$ cat config.mk
export PLATFORM = sky130hd
export DESIGN_NAME = dccm_port_arbiter
export DESIGN_NICKNAME = d
export VERILOG_FILES = /design/src/rtl/dccm_port_arbiter.sv
export SDC_FILE = /design/constraint.sdc
export NUM_CORES = 1
export LEC_CHECK = 0
export BUFFER_PORTS_ARGS = -buffer_cell sky130_fd_sc_hd__buf_2
export CAP_MARGIN = 20
export CELL_PAD_IN_SITES_DETAIL_PLACEMENT = 1
export CELL_PAD_IN_SITES_GLOBAL_PLACEMENT = 1
export CORE_AREA = 2 2 105 107
export CTS_BUF_LIST = sky130_fd_sc_hd__clkbuf_8
export CTS_CLUSTER_DIAMETER = 40
export CTS_CLUSTER_SIZE = 25
export DETAILED_ROUTE_END_ITERATION = 8
export DIE_AREA = 0 0 107 109
export PLACE_DENSITY = 0.85
export SLEW_MARGIN = 20
export SYNTH_ARGS = -nofsm -noshare
export SYNTH_HDL_FRONTEND = slang
export SYNTH_SLANG_ARGS = --single-unit
$ cat constraint.sdc
create_clock -name clk -period 3.1 [get_ports clk]
set_clock_uncertainty 0.2 [all_clocks]
set_input_delay 0.31 -clock clk [delete_from_list [all_inputs] [get_ports clk]]
set_output_delay 0.31 -clock clk [all_outputs]
set_load 0.005 [all_outputs]
$ cat src/rtl/dccm_port_arbiter.sv
// Arbitrates the single-ported DCCM RAM between the core LD/ST pipeline and the DMI port.
// The core has priority until the DMI has been refused DMI_MAX_WAIT times in a row, then the DMI gets one forced slot.
module dccm_port_arbiter #(
  parameter int LDST_A_MSB   = 16,
  parameter int DMI_MAX_WAIT = 8
) (
  input  logic                  clk,
  input  logic                  rst_a,
  input  logic                  core_req,
  input  logic                  core_wr,
  input  logic [3:0]            core_be,
  input  logic [LDST_A_MSB:0]   core_addr,
  input  logic [31:0]           core_wdata,
  output logic                  core_gnt,
  output logic                  core_holdup,
  output logic                  core_rvalid,
  output logic [31:0]           core_rdata,
  input  logic                  dmi_req,
  input  logic                  dmi_wr,
  input  logic [3:0]            dmi_be,
  input  logic [LDST_A_MSB:0]   dmi_addr,
  input  logic [31:0]           dmi_wdata,
  output logic                  dmi_gnt,
  output logic                  dmi_rvalid,
  output logic [31:0]           dmi_rdata,
  output logic [LDST_A_MSB:0]   ram_address,
  output logic [31:0]           ram_wr_data,
  output logic [3:0]            ram_we,
  output logic [3:0]            ram_ck_en,
  input  logic [31:0]           ram_rd_data
);

  localparam logic [7:0] MAX_WAIT = 8'(DMI_MAX_WAIT);

  typedef enum logic {
    ST_ARB   = 1'b0,
    ST_FORCE = 1'b1
  } state_t;

  state_t      state;
  state_t      state_nxt;
  logic [7:0]  wait_cnt;
  logic [7:0]  wait_cnt_nxt;
  logic [1:0]  rd_owner;
  logic [1:0]  rd_owner_nxt;

  // Grant decode; reset masks every grant so a read in flight is never launched.
  always_comb begin
    core_gnt    = 1'b0;
    dmi_gnt     = 1'b0;
    core_holdup = 1'b0;
    case (state)
      ST_ARB: begin
        core_gnt = core_req;
        dmi_gnt  = dmi_req & ~core_req;
      end
      ST_FORCE: begin
        dmi_gnt     = dmi_req;
        core_holdup = 1'b1;
      end
      default: begin
        core_gnt    = 1'b0;
        dmi_gnt     = 1'b0;
        core_holdup = 1'b0;
      end
    endcase
    if (rst_a) begin
      core_gnt    = 1'b0;
      dmi_gnt     = 1'b0;
      core_holdup = 1'b0;
    end else begin
      core_gnt    = core_gnt;
      dmi_gnt     = dmi_gnt;
      core_holdup = core_holdup;
    end
  end

  // Consecutive-refusal counter: any DMI grant or an idle DMI restarts the count.
  always_comb begin
    wait_cnt_nxt = 8'd0;
    if (dmi_req && !dmi_gnt) begin
      if (wait_cnt >= MAX_WAIT) begin
        wait_cnt_nxt = MAX_WAIT;
      end else begin
        wait_cnt_nxt = wait_cnt + 8'd1;
      end
    end else begin
      wait_cnt_nxt = 8'd0;
    end
  end

  // A forced slot lasts exactly one cycle: either the DMI is served or it has withdrawn.
  always_comb begin
    state_nxt = state;
    case (state)
      ST_ARB: begin
        if (wait_cnt_nxt == MAX_WAIT) begin
          state_nxt = ST_FORCE;
        end else begin
          state_nxt = ST_ARB;
        end
      end
      ST_FORCE: state_nxt = ST_ARB;
      default:  state_nxt = ST_ARB;
    endcase
  end

  // RAM drive from the winner; all zero when nobody is granted.
  always_comb begin
    ram_address = '0;
    ram_wr_data = 32'd0;
    ram_we      = 4'd0;
    ram_ck_en   = 4'd0;
    if (core_gnt) begin
      ram_address = core_addr;
      ram_wr_data = core_wdata;
      ram_we      = core_be & {4{core_wr}};
      ram_ck_en   = core_be;
    end else if (dmi_gnt) begin
      ram_address = dmi_addr;
      ram_wr_data = dmi_wdata;
      ram_we      = dmi_be & {4{dmi_wr}};
      ram_ck_en   = dmi_be;
    end else begin
      ram_address = '0;
      ram_wr_data = 32'd0;
      ram_we      = 4'd0;
      ram_ck_en   = 4'd0;
    end
  end

  // Reads with be == 0 still return an rvalid so the requester's bookkeeping stays simple.
  always_comb begin
    rd_owner_nxt = {core_gnt & ~core_wr, dmi_gnt & ~dmi_wr};
  end

  // State, counter and read-owner registers.
  always_ff @(posedge clk or posedge rst_a) begin
    if (rst_a) begin
      state    <= ST_ARB;
      wait_cnt <= 8'd0;
      rd_owner <= 2'b00;
    end else begin
      state    <= state_nxt;
      wait_cnt <= wait_cnt_nxt;
      rd_owner <= rd_owner_nxt;
    end
  end

  // Read data is steered to the owner and forced to zero otherwise.
  always_comb begin
    core_rvalid = rd_owner[1];
    dmi_rvalid  = rd_owner[0];
    if (rd_owner[1]) begin
      core_rdata = ram_rd_data;
    end else begin
      core_rdata = 32'd0;
    end
    if (rd_owner[0]) begin
      dmi_rdata = ram_rd_data;
    end else begin
      dmi_rdata = 32'd0;
    end
  end

endmodule
==> impl_metrics.yaml <==
sta:
  period_share_pct: 86.4
  hold_viol: 0
  max-slew-margin-rel_pct: 47.3
  final-setup-viol-count: 0
  hold_slack_ns: 0.120
  grt_setup_unrepaired: "false"
  fin_setup_tns_ns: 0
  worstMarginPinSlew_ns: 0.791
  fmax_ghz: 0.373
  period_needed_ns: 2.68
  drv_slew: 0
placed_design:
  routabilityCongestion: 0.793
  hpwl_mm: 8.25
  dp.cells: 574
  io_buffers: 269
power_and_ir_drop:
  power_switching_share_pct: 32.5
  p_total_mw: 0.592
  power_density_mw_per_mm2: 199
  max-vdd-ir-drop_v: 0.0000864
  p_leak_nw: 1.89
  p_seq_share_pct: 26.8
  intPower_mw: 0.400
  clkPwrFrac_pct: 22.8
  switchingPower_mw: 0.192
  comb_power_share_pct: 50.4
layout:
  nets: 586
  stdcell_count: 579
  area_growth_pct: 104
  num_antenna_cells: 0
  drive_gt1_share_pct: 63.1
clocking:
  clk_pin_slew_ns: 0.05
  cts_sinks: 11
  cts-resized-gates: 0
  cts_inserted_buffers: 3
  htree_num_levels: 1
  clock_path_buffers: 2
  insertion_delay_ns: 0.23
  root_buffer: "clkbuf_8"
  cts_tree: "built"
  cts_hold_buf: 1
  post_cts_buffers: 0
drt:
  detail-route-antenna-nets: 0
  drtIter0Drc: 135
  drc_errors: 0
  wl_per_cell_microns: 16.1
  routed_via_density: 4.28
  via_count: 2481
  finalWirelength_mm: 9.32
  firstDrtPassIters: 4
worst_setup_path:
  worst_ep_arrival_time_ns: 2.17
  critical_path_class: "input pin to primary output"
  start_kind: "input pin"
  reg2reg_slack_ns: 1.43
  crit_fanout: 59
  crit_required_ns: 2.59
  r2r_cells: 4
  crit-reg2reg-launch: "state$_DFF_PP0_"
  worstSetupEndpointType: "primary output"
  r2r_end: "rd_owner[0]$_DFF_PP0_"
run_status:
  status: "finished clean"
floorplanning:
  die_h_microns: 109
  rows: 38
  initial_core_util_pct: 13.8
  io_pins: 270
  die_x_microns: 107
  core_sq_mm: 0.0106
  dieArea_sq_mm: 0.0117
yosys:
  synthesis.area_sq_mm: 0.00146
  avgSynthCellArea_sq_um: 8.20
  ys_seq_elements: 11
  synth_cell_types: 25
  synth_warnings: 0
  syn_inst: 178
  ys_seq_area_share_pct: 18.9
global_route:
  grt_pass1_vias: 2437
  grt_usage_pct: 13.9
  grt_pass1_wl_mm: 12.6
  grt_max_degree: 60
  antenna_found_initial: 0
  overflow: 0
worst_hold_path:
  hold_path_class: "input pin to flip-flop"
  min_from: "core_wr"
  min_path_cells: 2
  min_to: "rd_owner[1]$_DFF_PP0_"
job:
  max-cap-violations: 0
## power by group through the flow
stage / clock [mW] / combinational (mW) / sequential (mW)
2_1_floorplan: 0 / 0.115 / 0.155
3_5_place_dp: 0 / 0.300 / 0.161
6_report: 0.135 / 0.298 / 0.159
5_1_grt: 0.148 / 0.326 / 0.160
3_3_place_gp: 0 / 0.292 / 0.160
4_1_cts: 0.142 / 0.302 / 0.159
## Yosys cell counts
cell type  count  area share [%]
a211oi_1       1            0.51
a21oi_1        1            0.34
a22o_1        53              32
a31o_2         1            0.60
a32o_1         3             2.1
and2_1        66              28
and3_1         1            0.43
buf_2          4             1.4
buf_4          7             3.6
buf_6          1            0.77
clkbuf_1       6             1.5
conb_1         1            0.26
dfrtp_1       11              19
ha_1           2             1.7
inv_1          4             1.0
nand3_1        1            0.34
nand3b_1       1            0.51
nor2_1         4             1.0
nor2b_1        4             1.7
nor3_1         1            0.34
nor3b_1        1            0.51
nor3b_2        1            0.86
o2111ai_1      1            0.60
o21ai_0        1            0.34
xnor2_1        1            0.60
## metal layers
layer	vias to the layer above	share of wire (%)	global-route usage, %
met1	1125	35	14.3
met2	183	52	27.0
met3	14	9.7	3.35
met5	-	0	0
met4	0	3.7	5.57
li1	1159	-	-
## through the flow
stage	util [%]	cell area (sq um)	setup slack, ns
2_1_floorplan	-	1470	1.42
3_3_place_gp	27.6	2930	0.908
3_5_place_dp	27.6	2930	0.855
4_1_cts	28.1	2980	0.389
5_1_grt	28.1	2980	0.314
6_report	28.1	2980	0.420
## how the worst max path moves through the flow
| stage | startpoint | endpoint | slack [ns] | cells past startpoint |
|---|---|---|---|---|
| finish | rst_a | ram_wr_data[27] | 0.42 | 6 |
| global route | rst_a | ram_wr_data[28] | 0.31 | 6 |
| CTS | rst_a | ram_wr_data[27] | 0.39 | 6 |
| detailed placement | core_req | ram_wr_data[27] | 0.85 | 6 |
| global placement | core_req | ram_wr_data[27] | 0.91 | 6 |
| floorplan | state$_DFF_PP0_ | ram_address[0] | 1.42 | 5 |
## flip-flops by register name, indices dropped and copies added, names as in the netlist
name,cells
wait_cnt,8
rd_owner,2
state,1
## cell type report
type,instances,area [sq um]
flip-flops and latches,11,275
clock inverters,1,3.75
clock buffers,3,41.3
well taps,140,175
inverters,4,15.0
multi-input cells,148,1090
repair buffers,272,1380
fillers,1349,7620
## cells by family after synthesis
group / count (synthesis) / synth area share [%]
xor+xnor: 1 / 0.600
other cells: 1 / 0.257
flops: 11 / 18.9
fa+ha+maj: 2 / 1.71
compound gates: 61 / 36.2
simple gates: 80 / 34.0
buf+inv: 22 / 8.31
## cell usage in the layout (no fill, tap or decap)
cell | synthesis | final
xnor2_1 | 1 | 1
nand3b_1 | 1 | 1
buf_12 | 0 | 1
a31o_2 | 1 | 1
a22o_1 | 53 | 53
dfrtp_1 | 11 | 11
buf_4 | 7 | 1
nor3b_4 | 0 | 1
buf_2 | 4 | 269
nor2_1 | 4 | 4
clkbuf_8 | 0 | 3
nor3b_2 | 1 | 1
o21ai_0 | 1 | 1
nor3_1 | 1 | 1
inv_1 | 4 | 5
and2_1 | 66 | 66
a211oi_1 | 1 | 1
conb_1 | 1 | 4
ha_1 | 2 | 2
a32o_1 | 3 | 3
and3_1 | 1 | 1
nor2b_1 | 4 | 4
o2111ai_1 | 1 | 1
a21oi_1 | 1 | 1
nand3_1 | 1 | 1
dlygate4sd3_1 | 0 | 1
## critical path, stage by stage
cell and delay, ns:
dlygate4sd3_1 0.53, buf_2 0.17, nor3b_4 0.19, buf_4 0.49
a22o_1 0.33, buf_2 0.14
No activity file was read; power rests on OpenSTA's default activity.
